File: src/rtl/fp32_addtree_operand_aligner.sv
// ---------------------------------------------------------------------------
// fp32_addtree_operand_aligner
//
// Front end of the FP32 5-to-1 adder tree. This block takes in a group of
// NUM_INPUTS FP32 operands over a valid/ready stream and finds the maximum
// effective exponent of the group. It then converts each significand, one per
// cycle, into a right-aligned two's-complement fixed-point word that keeps the
// sticky bit. The aligned group is presented as one flattened bus for the
// downstream compressor tree.
//
// Ports
//   clk          : clock, single domain
//   rst_n        : synchronous active-low reset
//   in_valid     : operand valid
//   in_ready     : block can accept an operand (COLLECT only)
//   in_data      : IEEE-754 single-precision operand
//   out_valid    : aligned group available (OUT state)
//   out_ready    : downstream accepts the group
//   out_data     : NUM_INPUTS*WIDTH aligned operands, slot k = arrival order k
//   out_exp_max  : maximum effective exponent of the group
//   out_nan      : group result is NaN
//   out_inf      : group result is infinite (out_nan clear)
//   out_inf_sign : sign of that infinity
// ---------------------------------------------------------------------------
`ifndef FULL_SUM_WIDTH
`define FULL_SUM_WIDTH 32
`endif

module fp32_addtree_operand_aligner #(
    parameter int NUM_INPUTS = 5,
    parameter int WIDTH      = `FULL_SUM_WIDTH
) (
    input  logic                        clk,
    input  logic                        rst_n,
    input  logic                        in_valid,
    output logic                        in_ready,
    input  logic [31:0]                 in_data,
    output logic                        out_valid,
    input  logic                        out_ready,
    output logic [NUM_INPUTS*WIDTH-1:0] out_data,
    output logic [7:0]                  out_exp_max,
    output logic                        out_nan,
    output logic                        out_inf,
    output logic                        out_inf_sign
);

    localparam int CW = $clog2(NUM_INPUTS + 1);

    localparam logic [1:0] S_COLLECT = 2'd0;
    localparam logic [1:0] S_ALIGN   = 2'd1;
    localparam logic [1:0] S_OUT     = 2'd2;

    localparam logic [CW-1:0] LAST_IDX = CW'(NUM_INPUTS - 1);

    logic [1:0]                  r_state;
    logic [CW-1:0]               r_cnt;
    logic [31:0]                 r_slot [NUM_INPUTS];
    logic [7:0]                  r_exp_max;
    logic                        r_any_nan;
    logic                        r_pos_inf;
    logic                        r_neg_inf;
    logic [NUM_INPUTS*WIDTH-1:0] r_out_data;

    // Input-side decode
    logic       w_in_fire;
    logic       w_out_fire;
    logic [7:0] w_in_exp;
    logic [7:0] w_in_eff;
    logic       w_in_is_nan;
    logic       w_in_is_inf;

    // Align-side datapath
    logic [31:0]      w_op;
    logic [7:0]       w_op_eff;
    logic [26:0]      w_m;
    logic [7:0]       w_sh;
    logic [26:0]      w_mask;
    logic             w_sticky;
    logic [26:0]      w_m_al;
    logic [WIDTH-1:0] w_mag_ext;
    logic [WIDTH-1:0] w_word;
    logic             w_special;
    logic             w_nan;
    logic             w_inf;

    assign in_ready   = (r_state == S_COLLECT);
    assign out_valid  = (r_state == S_OUT);
    assign w_in_fire  = in_valid & in_ready;
    assign w_out_fire = out_valid & out_ready;

    assign w_in_exp    = in_data[30:23];
    assign w_in_eff    = (w_in_exp == 8'd0) ? 8'd1 : w_in_exp;
    assign w_in_is_nan = (w_in_exp == 8'hFF) && (in_data[22:0] != 23'd0);
    assign w_in_is_inf = (w_in_exp == 8'hFF) && (in_data[22:0] == 23'd0);

    // Opposite infinities in one group collapse to NaN.
    assign w_nan     = r_any_nan | (r_pos_inf & r_neg_inf);
    assign w_inf     = ~w_nan & (r_pos_inf | r_neg_inf);
    assign w_special = r_any_nan | r_pos_inf | r_neg_inf;

    assign out_data     = r_out_data;
    assign out_exp_max  = r_exp_max;
    assign out_nan      = w_nan;
    assign out_inf      = w_inf;
    assign out_inf_sign = w_inf & r_neg_inf;

    // Alignment of the slot selected by r_cnt. r_exp_max is final during ALIGN,
    // so it is always >= the operand's effective exponent and w_sh cannot wrap.
    always_comb begin
        w_op      = r_slot[r_cnt];
        w_op_eff  = (w_op[30:23] == 8'd0) ? 8'd1 : w_op[30:23];
        w_m       = {(w_op[30:23] != 8'd0), w_op[22:0], 3'b000};
        w_sh      = r_exp_max - w_op_eff;
        w_mask    = '0;
        w_m_al    = '0;
        w_sticky  = 1'b0;
        if (w_sh >= 8'd27) begin
            w_m_al   = '0;
            w_sticky = |w_m;
        end else begin
            w_m_al   = w_m >> w_sh;
            w_mask   = ~({27{1'b1}} << w_sh);
            w_sticky = |(w_m & w_mask);
        end
        w_m_al[0] = w_m_al[0] | w_sticky;
        w_mag_ext = {{(WIDTH-27){1'b0}}, w_m_al};
        if (w_special) begin
            w_word = '0;
        end else if (w_op[31]) begin
            w_word = -w_mag_ext;
        end else begin
            w_word = w_mag_ext;
        end
    end

    always_ff @(posedge clk) begin
        if (!rst_n) begin
            r_state    <= S_COLLECT;
            r_cnt      <= '0;
            r_exp_max  <= '0;
            r_any_nan  <= 1'b0;
            r_pos_inf  <= 1'b0;
            r_neg_inf  <= 1'b0;
            r_out_data <= '0;
            for (int unsigned i = 0; i < NUM_INPUTS; i++) begin
                r_slot[i] <= '0;
            end
        end else begin
            case (r_state)
                S_COLLECT: begin
                    if (w_in_fire) begin
                        r_slot[r_cnt] <= in_data;
                        if (w_in_eff > r_exp_max) begin
                            r_exp_max <= w_in_eff;
                        end
                        if (w_in_is_nan) begin
                            r_any_nan <= 1'b1;
                        end
                        if (w_in_is_inf && !in_data[31]) begin
                            r_pos_inf <= 1'b1;
                        end
                        if (w_in_is_inf && in_data[31]) begin
                            r_neg_inf <= 1'b1;
                        end
                        if (r_cnt == LAST_IDX) begin
                            r_cnt   <= '0;
                            r_state <= S_ALIGN;
                        end else begin
                            r_cnt <= r_cnt + 1'b1;
                        end
                    end
                end
                // r_cnt is reused as the slot index while aligning.
                S_ALIGN: begin
                    r_out_data[r_cnt*WIDTH +: WIDTH] <= w_word;
                    if (r_cnt == LAST_IDX) begin
                        r_cnt   <= '0;
                        r_state <= S_OUT;
                    end else begin
                        r_cnt <= r_cnt + 1'b1;
                    end
                end
                S_OUT: begin
                    if (w_out_fire) begin
                        r_state   <= S_COLLECT;
                        r_cnt     <= '0;
                        r_exp_max <= '0;
                        r_any_nan <= 1'b0;
                        r_pos_inf <= 1'b0;
                        r_neg_inf <= 1'b0;
                    end
                end
                default: begin
                    r_state <= S_COLLECT;
                    r_cnt   <= '0;
                end
            endcase
        end
    end

endmodule

File: config.mk
export PLATFORM = sky130hd
export DESIGN_NAME = fp32_addtree_operand_aligner
export DESIGN_NICKNAME = d
export VERILOG_FILES = /design/src/rtl/fp32_addtree_operand_aligner.sv
export SDC_FILE = /design/constraint.sdc
export NUM_CORES = 1
export LEC_CHECK = 0
export ABC_AREA = 1
export BUFFER_PORTS_ARGS = -buffer_cell sky130_fd_sc_hd__buf_4
export CORE_UTILIZATION = 54
export CTS_CLUSTER_SIZE = 20
export DETAILED_ROUTE_END_ITERATION = 10
export GPL_ROUTABILITY_DRIVEN = 0
export GPL_TIMING_DRIVEN = 0
export PLACE_DENSITY_LB_ADDON = 0.08
export SYNTH_ARGS = -nofsm -noshare
export SYNTH_HDL_FRONTEND = slang
export SYNTH_SLANG_ARGS = --single-unit
File: constraint.sdc
create_clock -name clk -period 4.2 [get_ports clk]
set_input_delay 0.42 -clock clk [delete_from_list [all_inputs] [get_ports clk]]
set_output_delay 0.42 -clock clk [all_outputs]
set_load 0.1 [all_outputs]
After elaboration in Yosys (flattened, before gate mapping)
Memory sizes are Yosys's and may differ from the RTL's. A register that Yosys moved wholly into a read port is not among the register bits.
Index checks and enable logic that the tools add are counted.
{ "word_totals": {"elab_cells": 104, "register_bits": 176, "inputBits": 36, "ram_bits": 160, "out_inout_bits": 173, "mem_count": 1} }
{ "mem_list": {"columns": ["name", "depth", "width", "rd", "rd_clocked_by_memory_dff", "write_ports", "line", "source"], "rows": [
  ["r_slot", 5, 32, 1, 1, 5, "57", "logic [31:0] r_slot [NUM_INPUTS];"]
]} }
{ "op_classes": {"muxes": 40, "shift": 4, "add_sub_neg": 4, "n_eq_ne": 12, "magnitude_cmp": 2, "reduce_logical": 21, "bitwise": 13} }
{ "ops": {"columns": ["cell", "count"], "rows": [
  ["bitwise mux 160 bit", 1],
  ["variable shift 32 x 34 -> 160 bit (first input constant)", 1],
  ["variable part select 32 x 34 -> 160 bit", 1],
  ["2-to-1 mux 32 bit", 3],
  ["2-to-1 mux 8 bit", 5],
  ["negation 8 -> 34 bit", 1],
  ["negation 27 -> 32 bit", 1],
  ["OR reduction 32 bit", 1],
  ["bitwise AND 27 bit", 1],
  ["2-to-1 mux 27 bit", 1],
  ["NOT 27 bit", 1],
  ["OR reduction 27 bit", 1],
  ["left shift 27 x 8 -> 27 bit (first input constant)", 1],
  ["right shift 27 x 8 -> 27 bit", 1],
  ["OR reduction 24 bit", 1],
  ["logical NOT 23 bit", 1],
  ["nonzero test 23 bit", 1],
  ["AND reduction 4 bit", 5],
  ["2-to-1 mux 3 bit", 6],
  ["logical NOT 8 bit", 2],
  ["case mux 8 bit (2 select lines)", 1],
  ["2-to-1 mux 1 bit", 14],
  ["inequality test 2 x 1 -> 1 bit (second input constant)", 7],
  ["case mux 3 bit (3 select lines)", 1],
  ["other kinds (21)", 37]
]} }

Depth between registers and ports, before layout
{ "logic_depth": {"depth_word": 14, "mapped_depth": 42, "depth_no_buf": 40} }

Worst setup path after synthesis
No wires, ideal clock.
{ "synth_path": {"path_kind": "register -> register", "startpoint": "reg r_state[0]", "endpoint": "mem r_slot[5][0], enable pin", "n_path_buf": 0, "path_stages_with_launch": 8, "path_slack_ps": -703, "period_less_slack_ps": 4903, "required_time_ps": 3739, "setup_ps": 461, "arrival_ps": 4442, "path_cell_list": "dfxtp_1 -> nor2_1 -> nand2_1 -> nor2_1 -> inv_1 -> nor2_1 -> inv_1 -> nor3_1"} }
{ "synth_rtl": {"columns": ["element", "line", "source"], "rows": [
  ["from (decl)", "55", "logic [1:0] r_state;"],
  ["from (signal assigned)", "138", "r_state <= S_COLLECT;"],
  ["from (signal assigned)", "167", "r_state <= S_ALIGN;"],
  ["from (signal assigned)", "178", "r_state <= S_OUT;"],
  ["to (decl)", "57", null]
]} }

==> results.json <==
{
  "status": "finished, violations left",
  "violations": "setup timing",
  "wire_per_inst_um": 22.84,
  "cp-start-kind": "flip-flop",
  "first_global_vias": 19160,
  "pwr-share-comb_pct": 46.9,
  "grt_setup_unrepaired": "true",
  "fin_hold_ws_ns": 0.04253,
  "nets": 2901,
  "cpPeakStageDelay_ns": 0.37,
  "via_count": 21020,
  "tightest_slew_ns": 1.083,
  "async_flop_share_pct": 0,
  "power_frac_seq_pct": 29.1,
  "crit_path_end_kind": "flip-flop",
  "critPathMaxFanout": 6,
  "areaGrowthSynthToFinish_pct": 31.06,
  "final-hold-violation-count": 0,
  "max_freq_mhz": 180.2,
  "arrival_ns": 6.05,
  "yosysUniqueCellTypes": 51,
  "crit_required_ns": 4.71,
  "cts_sinks": 435,
  "drt-vias-per-instance": 6.201,
  "start_util_pct": 55.05,
  "cts-root-buf": "clkbuf_16",
  "num_rows": 71,
  "fin_util_pct": 72.15,
  "synth.avg_cell_area_um2": 8.449,
  "die_area_mm2": 0.03928,
  "synth_edf_count": 256,
  "switching_share_pct": 42.24,
  "syn-num-nets": 2518,
  "fin_crit_sh_pct": 132.1,
  "fp.dieW_um": 198.2,
  "critPathKind": "reg -> reg",
  "drt_iter0_drc": 3068,
  "dp_hpwl_um": 49650,
  "ys_ff_latch": 435,
  "cellPowerDensity_mw_per_mm2": 592.1,
  "track_usage_pct": 37.12,
  "cp_common_cell": "nand3_2",
  "pre_cts_ws_ns": -1.738,
  "port_buffers": 208,
  "cp_slowest_cell": "dfxtp_4",
  "drive_gt1_share_pct": 28.40,
  "ioPinCount": 209,
  "yosysWarnings": 0,
  "skew_ns": 0.01676,
  "cap_violations": 0,
  "min_period_ns": 5.548,
  "antenna_found_initial": 2,
  "synth_area_mm2": 0.02078,
  "die-height_um": 198.2,
  "wl_um": 77420,
  "slew_violations": 0,
  "p_clk_share_pct": 24.0,
  "final_area_mm2": 0.02724,
  "syn_inst": 2460,
  "setup_violations": 160,
  "switchingPower_mw": 6.812,
  "hold_path_class": "in -> reg",
  "synth_seq_area_share_pct": 54.23,
  "fin_ws_ns": -1.348,
  "p_int_mw": 9.317,
  "cts_tree": "yes",
  "fin_setup_tns_ns": -175.29,
  "grt_max_degree": 27,
  "htreeDepth": 2,
  "ctsLongestPathBuffers": 3,
  "grt_overflow": 0,
  "cts_hold_buf": 0,
  "clkTransAtPathRegs_ns": 0.06,
  "clk_latency_ns": 0.58,
  "grt_pass1_wl_um": 109600,
  "placement.cell_area_mm2": 0.02332,
  "ant_nets": 0,
  "max-vdd-ir-drop_v": 0.0003802,
  "leakagePower_nw": 11.44,
  "synth_ff_type": "edfxtp_1",
  "core_area_mm2": 0.03776,
  "relSlewSlack_pct": 27.22,
  "drt_pass1_iterations": 7,
  "drc_errors": 0,
  "numCtsBuffers": 45
}
## logic make-up (layout without fill, tap and decap cells)
| family | count (synthesis) | count (layout) | share of synthesized area [%] |
|---|---|---|---|
| buf+inv | 300 | 717 | 6.074 |
| fa+ha+maj | 22 | 22 | 1.361 |
| other cells | 0 | 2 | 0 |
| simple gates | 1138 | 1138 | 23.68 |
| compound gates | 561 | 561 | 14.21 |
| xor+xnor | 4 | 4 | 0.4395 |
| flops | 435 | 435 | 54.23 |
## flip-flops by register name, indices dropped and copies added, names as in the netlist, named ones only
signal and cells:
out_exp_max 8, r_cnt 3, r_any_nan 1, r_state 2
out_data 160, r_pos_inf 1, r_slot 256, r_neg_inf 1
## layout by cell type, fill, tap and decap left out, drive strengths merged
cell type and instances:
a31oi 1, o311ai 1, buf 388, nand4 41, o21bai 2, o21a 1
dfxtp 179, a211oi 8, clkbuf 156, clkinv 21, a21o 2, a22oi 1
a31o 1, o21ai 323, ha 21, o211ai 11, bufinv 1, clkinvlp 1
diode 2, nor3 19, nand3b 4, o22ai 8, xor2 2, or2 2
nand2 412, a41oi 1, xnor2 2, inv 150, and2 2, fa 1
nor4 10, nand3 213, a21boi 1, a32o 2, nor2 435, a21oi 198
edfxtp 256
## cell usage after synthesis, types with 11 or more instances
cell type  instances  area share (%)
inv_1            144             2.6
nor3_1            17            0.41
clkbuf_1          92             1.7
o21ai_1           21            0.51
edfxtp_1         256              37
dfxtp_1          179              17
nand3_2           16            0.77
o211ai_1          11            0.40
nand4_1           41             1.2
nor2_1           426             7.7
ha_1              21             1.3
buf_2             31            0.75
a21oi_1          194             4.7
o21ai_0          299             7.2
buf_6             12            0.65
nand3_1          194             4.7
nand2_1          401             7.2
## power groups by stage
stage | Combinational (mW) | Sequential, mW | Clock [mW]
CTS | 5.72 | 4.69 | 3.87
global route | 7.90 | 4.70 | 4.04
floorplan | 3.59 | 4.89 | 0
finish | 7.56 | 4.70 | 3.87
detailed placement | 5.17 | 4.78 | 0
global placement | 5.08 | 4.78 | 0
## worst max-delay path, delay by kind of cell, from the launching register on
family	cells	cell delay, ns
and+or+nand+nor	22	3.10
adders and majority gates	2	0.52
DFF	1	0.37
buffers and inverters	10	1.09
xor gates and xnor gates	1	0.21
AOI/OAI and AO/OA	1	0.19
## cell type report
| cell class | count | area (µm²) |
|---|---|---|
| clock inverter | 20 | 136.4 |
| multi-input combinational | 1725 | 9633 |
| sequential | 435 | 11280 |
| fill | 2787 | 10520 |
| timing repair buffer | 336 | 2846 |
| antenna | 2 | 5.005 |
| inverter | 153 | 604.3 |
| buffer | 147 | 817.0 |
| clock buffer | 61 | 1280 |
| tap | 511 | 639.4 |
## per-layer routing
layer	part of all wire [%]	vias up	global-route usage (%)
met5	0	-	0
met3	13	341	9.283
li1	-	9177	-
met1	37	9892	49.98
met2	45	1611	57.19
met4	4.7	0	15.07
## per-stage QoR
step	std cells	power, mW
detailed placement	3191	9.944
CTS	3329	14.28
global placement	3179	9.861
floorplan	2460	8.480
global route	3389	16.65
finish	3390	16.13
## repair_timing
item	CTS	global route
gates cloned	2	4
resized for setup	126	310
setup endpoints to repair	145	160
setup buffers	55	55
pin swaps	36	70
## worst paths after layout
check	start	endpoint	slack [ns]	cells past startpoint
max	flip-flop	out_data[152]	-1.35	36
min	in_data[5]	r_slot[5][5]	0.04	1
max reg2reg	flip-flop	out_data[152]	-1.35	36
min reg2reg	out_data[63]	out_data[63]	0.47	2
(Power assumes the default switching activity.)
